**config.mk**
```make
export PLATFORM = sky130hd
export DESIGN_NAME = peak_window_ctrl
export DESIGN_NICKNAME = d
export VERILOG_FILES = /design/src/rtl/peak_window_ctrl.sv
export SDC_FILE = /design/constraint.sdc
export NUM_CORES = 1
export LEC_CHECK = 0
export CORE_UTILIZATION = 57
export DETAILED_ROUTE_END_ITERATION = 8
export GPL_ROUTABILITY_DRIVEN = 0
export MAX_ROUTING_LAYER = met4
export PLACE_DENSITY = 0.79
export REMOVE_ABC_BUFFERS = 1
export SLEW_MARGIN = 30
export SYNTH_ARGS = -nofsm -noshare
export SYNTH_HDL_FRONTEND = slang
export SYNTH_SLANG_ARGS = --single-unit
```
**constraint.sdc**
```tcl
create_clock -name CLK -period 7 [get_ports CLK]
set_input_delay 1.75 -clock CLK [delete_from_list [all_inputs] [get_ports CLK]]
set_output_delay 1.75 -clock CLK [all_outputs]
set_load 0.02 [all_outputs]
```
**src/rtl/peak_window_ctrl.sv**
```systemverilog
// peak_window_ctrl: window framing and drain stage behind the 8-bit min/max
// peak detector. It frames DECIM+1 sample windows, clears and enables the
// detector, and writes each captured MAX/MIN pair as two bytes to sample memory.
// Optional build macro: PEAK_ERR_CNT_EN adds ERR_CNT, a saturating count of
// captures where the detector reported MIN_IN > MAX_IN.
module peak_window_ctrl #(
  parameter int unsigned DIV_W  = 16,
  parameter int unsigned ADDR_W = 18
) (
  input  logic              CLK,
  input  logic              RST,
  input  logic              START,
  input  logic              STOP,
  input  logic [DIV_W-1:0]  DECIM,
  input  logic [ADDR_W-1:0] PAIRS,
  input  logic              SAMPLE_VALID,
  input  logic [7:0]        MAX_IN,
  input  logic [7:0]        MIN_IN,
  output logic              PD_EN,
  output logic              PD_CLR_N,
  output logic              WR_REQ,
  output logic [ADDR_W-1:0] WR_ADDR,
  output logic [7:0]        WR_DATA,
  input  logic              WR_ACK,
  output logic              BUSY,
  output logic              DONE,
  output logic              OVR
`ifdef PEAK_ERR_CNT_EN
  ,
  output logic [7:0]        ERR_CNT
`endif
);

  typedef enum logic [1:0] {IDLE, RUN, CAPT} win_state_t;
  typedef enum logic [1:0] {W_IDLE, W_MAX, W_MIN} wr_state_t;

  localparam logic [DIV_W-1:0]  ONE_D = {{(DIV_W-1){1'b0}}, 1'b1};
  localparam logic [ADDR_W-1:0] ONE_A = {{(ADDR_W-1){1'b0}}, 1'b1};

  win_state_t        win_state, win_next;
  wr_state_t         wr_state, wr_next;

  logic [DIV_W-1:0]  decim_r;
  logic [ADDR_W-1:0] pairs_r;
  logic [DIV_W-1:0]  win_cnt;
  logic [ADDR_W-1:0] cap_cnt;
  logic [ADDR_W-1:0] pair_cnt;
  logic [7:0]        hold_max;
  logic [7:0]        hold_min;
  logic              hold_full;
  logic              abort_r;

  logic              start_ok;
  logic              win_tick;
  logic              win_end;
  logic              cap_fire;
  logic              min_ack;
  logic              cap_accept;
  logic              cap_drop;
  logic              cap_last;
  logic [ADDR_W-1:0] cap_cnt_inc;
  logic [ADDR_W-1:0] pair_cnt_inc;

  // Handshake and window qualifiers shared by both FSMs
  always_comb begin
    cap_cnt_inc  = cap_cnt + ONE_A;
    pair_cnt_inc = pair_cnt + ONE_A;
    BUSY         = (win_state != IDLE) || hold_full || (wr_state != W_IDLE);
    start_ok     = START && !BUSY;
    win_tick     = SAMPLE_VALID && (win_state == RUN) && !STOP;
    win_end      = win_tick && (win_cnt == decim_r);
    cap_fire     = (win_state == CAPT) && !STOP;
    min_ack      = (wr_state == W_MIN) && WR_ACK;
    // The hold slot frees on the MIN ack edge, so a capture landing on that
    // same edge is accepted and chained straight into the next MAX write.
    cap_accept   = cap_fire && (!hold_full || min_ack);
    cap_drop     = cap_fire && hold_full && !min_ack;
    cap_last     = cap_accept && (pairs_r != '0) && (cap_cnt_inc == pairs_r);
  end

  // Window FSM next state and detector control
  always_comb begin
    win_next = win_state;
    PD_EN    = 1'b0;
    PD_CLR_N = 1'b0;
    case (win_state)
      IDLE: begin
        if (start_ok) win_next = RUN;
      end
      RUN: begin
        PD_CLR_N = 1'b1;
        PD_EN    = SAMPLE_VALID;
        if (STOP)         win_next = IDLE;
        else if (win_end) win_next = CAPT;
      end
      CAPT: begin
        if (STOP || cap_last) win_next = IDLE;
        else                  win_next = RUN;
      end
      default: win_next = IDLE;
    endcase
  end

  // Window FSM state, window length and capture counters
  always_ff @(posedge CLK or posedge RST) begin
    if (RST) begin
      win_state <= IDLE;
      decim_r   <= '0;
      pairs_r   <= '0;
      win_cnt   <= '0;
      cap_cnt   <= '0;
    end else begin
      win_state <= win_next;
      if (start_ok) begin
        decim_r <= DECIM;
        pairs_r <= PAIRS;
        cap_cnt <= '0;
      end else if (cap_accept) begin
        cap_cnt <= cap_cnt_inc;
      end
      if (start_ok || STOP) begin
        win_cnt <= '0;
      end else if (win_tick) begin
        win_cnt <= win_end ? '0 : (win_cnt + ONE_D);
      end
    end
  end

  // Single-entry hold register between capture and memory write
  always_ff @(posedge CLK or posedge RST) begin
    if (RST) begin
      hold_max  <= '0;
      hold_min  <= '0;
      hold_full <= 1'b0;
    end else if (cap_accept) begin
      hold_max  <= MAX_IN;
      hold_min  <= MIN_IN;
      hold_full <= 1'b1;
    end else if (min_ack) begin
      hold_full <= 1'b0;
    end
  end

  // Write FSM next state
  always_comb begin
    wr_next = wr_state;
    case (wr_state)
      W_IDLE:  if (hold_full) wr_next = W_MAX;
      W_MAX:   if (WR_ACK)    wr_next = W_MIN;
      W_MIN:   if (WR_ACK)    wr_next = cap_accept ? W_MAX : W_IDLE;
      default: wr_next = W_IDLE;
    endcase
  end

  // Write FSM state and memory port registers
  always_ff @(posedge CLK or posedge RST) begin
    if (RST) begin
      wr_state <= W_IDLE;
      WR_REQ   <= 1'b0;
      WR_ADDR  <= '0;
      WR_DATA  <= '0;
      pair_cnt <= '0;
    end else begin
      wr_state <= wr_next;
      if (start_ok) begin
        WR_ADDR  <= '0;
        pair_cnt <= '0;
      end else begin
        case (wr_state)
          W_IDLE: begin
            if (hold_full) begin
              WR_REQ  <= 1'b1;
              WR_DATA <= hold_max;
            end
          end
          W_MAX: begin
            if (WR_ACK) begin
              WR_ADDR <= WR_ADDR + ONE_A;
              WR_DATA <= hold_min;
            end
          end
          W_MIN: begin
            if (WR_ACK) begin
              WR_ADDR  <= WR_ADDR + ONE_A;
              pair_cnt <= pair_cnt_inc;
              if (cap_accept) WR_DATA <= MAX_IN;
              else            WR_REQ  <= 1'b0;
            end
          end
          default: WR_REQ <= 1'b0;
        endcase
      end
    end
  end

  // Sticky completion, overrun and abort flags
  always_ff @(posedge CLK or posedge RST) begin
    if (RST) begin
      DONE    <= 1'b0;
      OVR     <= 1'b0;
      abort_r <= 1'b0;
    end else if (start_ok) begin
      DONE    <= 1'b0;
      OVR     <= 1'b0;
      abort_r <= 1'b0;
    end else begin
      if (STOP) abort_r <= 1'b1;
      if (min_ack && (pairs_r != '0) && (pair_cnt_inc == pairs_r) && !abort_r)
        DONE <= 1'b1;
      if (cap_drop || ((win_state == CAPT) && SAMPLE_VALID))
        OVR <= 1'b1;
    end
  end

`ifdef PEAK_ERR_CNT_EN
  // Saturating count of inconsistent detector pairs seen at capture
  always_ff @(posedge CLK or posedge RST) begin
    if (RST) begin
      ERR_CNT <= '0;
    end else if (start_ok) begin
      ERR_CNT <= '0;
    end else if (cap_fire && (MIN_IN > MAX_IN) && (ERR_CNT != 8'hFF)) begin
      ERR_CNT <= ERR_CNT + 8'd1;
    end
  end
`endif

endmodule

```
==> results of run 1 <==
-- per-stage QoR --
step           hold WS [ns]  instance area [um^2]
2_1_floorplan         0.446                  7420
3_3_place_gp          0.457                  8550
3_5_place_dp          0.463                  8550
4_1_cts               0.478                  9100
5_1_grt               0.496                  9100
6_report              0.474                  9100
-- power by group through the flow --
stage	Combinational, W	Clock (W)	Sequential [W]
2_1_floorplan	0.000629	0	0.00110
3_3_place_gp	0.000895	0	0.00112
3_5_place_dp	0.000920	0	0.00112
4_1_cts	0.000931	0.000845	0.00111
5_1_grt	0.00104	0.000881	0.00113
6_report	0.000928	0.000839	0.00111
-- metal layers --
layer / share of wire / track usage / vias up / wire length (um)
met5: 0 / - / - / 0
met4: 0.016 / 0.0881 / 0 / 285
met3: 0.063 / 0.0610 / 29 / 1140
met2: 0.47 / 0.434 / 236 / 8580
met1: 0.45 / 0.372 / 3202 / 8080
li1: - / - / 3124 / -
-- critical path: cells and delay by family --
kind          cells  cell delay [ns]
simple gates      1             0.28
buf+inv           2             1.11
-- layout by cell type, fill, tap and decap left out, drive strengths merged, types with 3 or more instances in the layout --
master / instances
nor3b: 4
o21bai: 3
xnor2: 55
nor2: 89
o22ai: 4
a21o: 3
clkinvlp: 3
a21oi: 32
o41ai: 3
clkdlybuf4s50: 87
a22oi: 8
inv: 16
o31ai: 10
and3b: 3
a31oi: 5
and3: 7
nor2b: 4
buf: 5
clkbuf: 20
nor4: 20
clkinv: 5
or3: 8
nand3: 43
and4: 8
ha: 9
or4: 3
and2: 4
nand4: 26
nor3: 9
o21ai: 33
mux2: 10
xor2: 55
a211oi: 4
nand2: 193
dfrtp: 137
or2: 3
nor4b: 3
-- kinds of logic (layout without fill, tap and decap cells) --
kind of cell	after synthesis	count (layout)	share of synthesized area
and+or+nand+nor	431	431	0.261
DFF	137	137	0.449
AOI/OAI and AO/OA	117	117	0.0972
xor gates and xnor gates	110	110	0.126
buffers and inverters	67	137	0.0349
muxes	11	11	0.0161
adders and majority gates	9	9	0.0148
-- flip-flops by register name, summed over array words and instances, names as in the netlist --
signal,flops
wr_state,2
cap_cnt,18
hold_max,8
OVR,1
hold_full,1
WR_ADDR,18
pair_cnt,18
WR_DATA,8
hold_min,8
DONE,1
decim_r,16
pairs_r,18
win_cnt,16
WR_REQ,1
abort_r,1
win_state,2
-- final cells by class --
cell class	instances	area (um^2)
Clock buffer	20	447
Multi-Input combinational cell	678	3950
Tap cell	172	215
Inverter	14	57.6
Clock inverter	11	98.8
Fill cell	1012	3720
Timing Repair Buffer	92	908
Sequential cell	137	3430
-- path summary, 6_finish.rpt --
check	start	to	depth (start not counted)
worst max-delay path	SAMPLE_VALID	PD_EN	3
worst min-delay path	hold_max[6]	hold_max[6]	2
worst max register to register	wr_state[0]	WR_DATA[4]	7
worst min register to register	hold_max[6]	hold_max[6]	2
max in group asynchronous	RST	pairs_r[10]	3
min in group asynchronous	RST	WR_ADDR[8]	2
==> impl_metrics.tcl, run 1 <==
set metrics [dict create \
    boundaryPins 88 \
    synth_flop_cell "dfrtp_1" \
    grt_use_total 0.282 \
    power.total_w 0.00288 \
    rsz0062_at_grt "false" \
    post_cts_buffers 0 \
    worst_slew_pin_slew_ns 0.823 \
    cts.sinks 137 \
    dp_slack_ns 2.12 \
    fp.dieH_um 118 \
    hold_viol_final 0 \
    crit_chain "clkdlybuf4s50_1 > and3b_1 > clkdlybuf4s50_1" \
    finalCritPeriodShare 0.699 \
    path_common_cell "clkdlybuf4s50_1" \
    utilization 0.710 \
    worstSkewPairLatency_ns 0.43 \
    cp.required_ns 5.25 \
    synth_common_cells "nand2_1 (193), dfrtp_1 (137), nor2_1 (89)" \
    dieArea_um2 13900 \
    drtPass1Iterations 5 \
    yosysWarnings 0 \
    initial_core_util 0.595 \
    vias 6591 \
    nNetsFinal 1005 \
    peakVddDrop_mv 0.242 \
    wl_mm 18.1 \
    grt_pass1_vias 6407 \
    synth.area.top_cells "dfrtp_1 (45%), nand2_1 (9.5%), xnor2_1 (6.3%), xor2_1 (6.3%), nor2_1 (4.4%)" \
    numPortBuffers 87 \
    finalMaxSlewViolations 0 \
    cts_buffer_depth 2 \
    p_comb_frac 0.322 \
    die_w_um 118 \
    cap_violations 0 \
    setup_violations 0 \
    worst_slack_ns 2.10 \
    power.switching_w 0.00105 \
    arrival_ns 3.15 \
    ys_seq_area_frac 0.449 \
    path_clk_slew_ns 0.06 \
    max_freq_mhz 204 \
    post_cts_resized 0 \
    num_antenna_cells 0 \
    crit_type "input pin to output pin" \
    drtAntennaViolNets 0 \
    drt_iter0_markers 540 \
    grt_overflow 0 \
    sw_frac_of_total 0.364 \
    critPathLaunchType "input pin" \
    p_leak_nw 3.97 \
    antenna_found_initial 0 \
    r2r_setup_slack_ns 3.70 \
    rows 41 \
    cp_max_fo 6 \
    yosysMostFrequentCell "nand2_1" \
    yosysUniqueCellTypes 57 \
    drive_gt1_frac 0.0536 \
    drc 0 \
    synth_seq_cells 137 \
    htreeDepth 4 \
    critPathCaptureType "output pin" \
    fin_skew_ns 0.0139 \
    ys_async_sr_fraction 1.00 \
    run_status "finished, final reports clean" \
    hold_buffers 0 \
    relSlewSlack 0.450 \
    placed_cells 1093 \
    finalSetupTns_ns 0 \
    seqPwrFrac 0.386 \
    synth_top_area_frac 0.449 \
    p_per_area_nw_per_um2 316 \
    grt_pass1_wl_mm 30.7 \
    p_int_w 0.00183 \
    hpwlAfterDp_mm 12.0 \
    syn_to_final_growth_pct 19.3 \
    cts_root_buf "clkbuf_16" \
    slowest_delay_ns 0.64 \
    fin_cells 1124 \
    min_period_ns 4.90 \
    synth_area_per_cell_um2 8.65 \
    core_area_um2 12800 \
    power_frac_clock 0.291 \
    cts-buffers-inserted 17 \
    syn_inst 882 \
    synth_area_leader_cell "dfrtp_1" \
    hold_path_class "flop to flop" \
    viasPerCell 5.86 \
    wl_per_cell_um 16.1 \
    grt_max_degree 86 \
    tritoncts "done" \
    synth-edff-count 0 \
    critPathSlowestCell "clkdlybuf4s50_1" \
    netlist_area_um2 7630 \
]
(Power assumes the default switching activity.)
==> run 2: changes to the inputs <==
--- a/config.mk
+++ b/config.mk
@@ -5,11 +5,11 @@
 export SDC_FILE = /design/constraint.sdc
 export NUM_CORES = 1
 export LEC_CHECK = 0
-export CORE_UTILIZATION = 57
+export CORE_UTILIZATION = 51
 export DETAILED_ROUTE_END_ITERATION = 8
 export GPL_ROUTABILITY_DRIVEN = 0
 export MAX_ROUTING_LAYER = met4
-export PLACE_DENSITY = 0.79
+export PLACE_DENSITY = 0.75
 export REMOVE_ABC_BUFFERS = 1
 export SLEW_MARGIN = 30
 export SYNTH_ARGS = -nofsm -noshare
==> constraint.sdc (replaced) <==
create_clock -name CLK -period 4.4 [get_ports CLK]
set_input_delay 1.1 -clock CLK [delete_from_list [all_inputs] [get_ports CLK]]
set_output_delay 1.1 -clock CLK [all_outputs]
set_load 0.02 [all_outputs]
==> run 2 against run 1 <==
  * First-iteration DRC count fell by 21%
  * Critical path type unchanged
  * Final area rose by 1.3%
  * Largest cell class unchanged
  * Setup slack got worse by 1.3 ns
  * Register-to-register slack got worse by 2.2 ns
  * Global-route usage fell by 2.9 points
  * Non-clock buffer count rose by 5
  * Sequential share of layout area fell by 0.48 points
==> impl_metrics.tcl, run 2 (synthesis results as in run 1) <==
set metrics [dict create \
    setup_violations 0 \
    cp.required_ns 3.30 \
    p_comb_frac 0.313 \
    layout_commonest_cell "nand2_1" \
    core_area_um2 14600 \
    drc 0 \
    run_status "finished, final reports clean" \
    p_leak_nw 4.04 \
    drt_iter0_markers 427 \
    min_period_ns 3.56 \
    num_antenna_cells 0 \
    syn_to_final_growth_pct 20.8 \
    cts.sinks 137 \
    grt_overflow 0 \
    critPathLaunchType "input pin" \
    hold_viol_final 0 \
    finalSetupTns_ns 0 \
    post_cts_resized 0 \
    vias 6390 \
    antenna_found_initial 0 \
    drtAntennaViolNets 0 \
    crit_type "input pin to output pin" \
    rsz0062_at_grt "false" \
    slowest_delay_ns 0.64 \
    cts-buffers-inserted 17 \
    nNetsFinal 1010 \
    rows 44 \
    post_cts_buffers 0 \
    hpwlAfterDp_mm 12.1 \
    htreeDepth 4 \
    sw_frac_of_total 0.348 \
    power.switching_w 0.00165 \
    worst_slew_pin_slew_ns 0.794 \
    wl_mm 17.8 \
    cts_root_buf "clkbuf_16" \
    initial_core_util 0.523 \
    p_int_w 0.00310 \
    hold_buffers 0 \
    grt_max_degree 115 \
    grt_pass1_vias 6226 \
    finalCritPeriodShare 0.810 \
    r2r_setup_slack_ns 1.51 \
    boundaryPins 88 \
    path_common_cell "clkdlybuf4s50_1" \
    max_freq_mhz 281 \
    grt_pass1_wl_mm 30.6 \
    dieArea_um2 15500 \
    dp_slack_ns 0.846 \
    die_w_um 124 \
    wl_per_cell_um 15.6 \
    finalMaxSlewViolations 0 \
    worstSkewPairLatency_ns 0.42 \
    worst_slack_ns 0.837 \
    grt_use_total 0.253 \
    cp_max_fo 6 \
    path_clk_slew_ns 0.06 \
    relSlewSlack 0.468 \
    fp.dieH_um 124 \
    final_cell_mix "nand2_1 (193), dfrtp_1 (137), nor2_1 (88), clkdlybuf4s50_1 (87)" \
    hold_path_class "flop to flop" \
    crit_chain "clkdlybuf4s50_1 > and3b_1 > clkdlybuf4s50_1" \
    power_frac_clock 0.312 \
    peakVddDrop_mv 0.336 \
    viasPerCell 5.61 \
    cts_buffer_depth 2 \
    critPathCaptureType "output pin" \
    cap_violations 0 \
    arrival_ns 2.46 \
    p_per_area_nw_per_um2 515 \
    critPathSlowestCell "clkdlybuf4s50_1" \
    drive_gt1_frac 0.0575 \
    utilization 0.632 \
    drtPass1Iterations 5 \
    seqPwrFrac 0.375 \
    numPortBuffers 87 \
    fin_skew_ns 0.00872 \
    tritoncts "done" \
]
-- run 2: cell types whose count changed in the layout (fill, tap and decap cells not counted) --
| cell | previous run | this run |
|---|---|---|
| clkinvlp_4 | 3 | 0 |
| clkinv_4 | 1 | 0 |
| o21ai_2 | 1 | 0 |
| o21ai_1 | 0 | 1 |
| bufinv_16 | 1 | 3 |
| clkbuf_1 | 2 | 1 |
| clkinv_2 | 4 | 3 |
| buf_4 | 5 | 10 |
| inv_8 | 0 | 1 |
| inv_6 | 3 | 1 |
| clkbuf_8 | 1 | 5 |
-- run 2: path summary, 6_finish.rpt --
| path | cells after the start | to | from |
|---|---|---|---|
| setup / recovery | 3 | PD_EN | SAMPLE_VALID |
| hold / removal | 2 | hold_min[5] | hold_min[5] |
| setup reg to reg | 8 | win_state[0] | wr_state[0] |
| hold reg to reg | 2 | hold_min[5] | hold_min[5] |
| max in group asynchronous | 3 | pairs_r[11] | RST |
| min in group asynchronous | 2 | hold_max[6] | RST |
-- run 2: stage by stage --
step / area, um^2 / std cells / power (W) / hold WS [ns]
6_report: 9220 / 1140 / 0.00475 / 0.477
5_1_grt: 9220 / 1140 / 0.00503 / 0.507
4_1_cts: 9220 / 1140 / 0.00477 / 0.477
3_5_place_dp: 8610 / 1110 / 0.00327 / 0.463
3_3_place_gp: 8600 / 1110 / 0.00323 / 0.459
2_1_floorplan: 7420 / 829 / 0.00275 / 0.446
-- run 2: power groups by stage --
stage / combinational [W] / clock [W] / sequential, W
after global placement: 0.00144 / 0 / 0.00179
final: 0.00149 / 0.00148 / 0.00178
after floorplan: 0.00100 / 0 / 0.00175
after global routing: 0.00167 / 0.00156 / 0.00181
after detailed placement: 0.00148 / 0 / 0.00179
after CTS: 0.00150 / 0.00150 / 0.00178
-- run 2: area by class of cell --
type | instances | area, um^2
Timing Repair Buffer | 97 | 946
Tap cell | 184 | 230
Inverter | 14 | 60.1
Fill cell | 1195 | 5370
Clock buffer | 23 | 498
Multi-Input combinational cell | 678 | 3940
Clock inverter | 7 | 114
Sequential cell | 137 | 3430
-- run 2: per-layer routing --
layer	track usage	wire length, um	vias to the layer above
li1	-	-	3132
met1	0.340	8300	3073
met2	0.386	8440	169
met3	0.0550	894	16
met4	0.0723	169	0
met5	-	0	-
-- run 2: worst max-delay path, delay by kind of cell --
| kind | cells | cell delay (ns) |
|---|---|---|
| buffers and inverters | 2 | 1.11 |
| AND/OR/NAND/NOR | 1 | 0.26 |
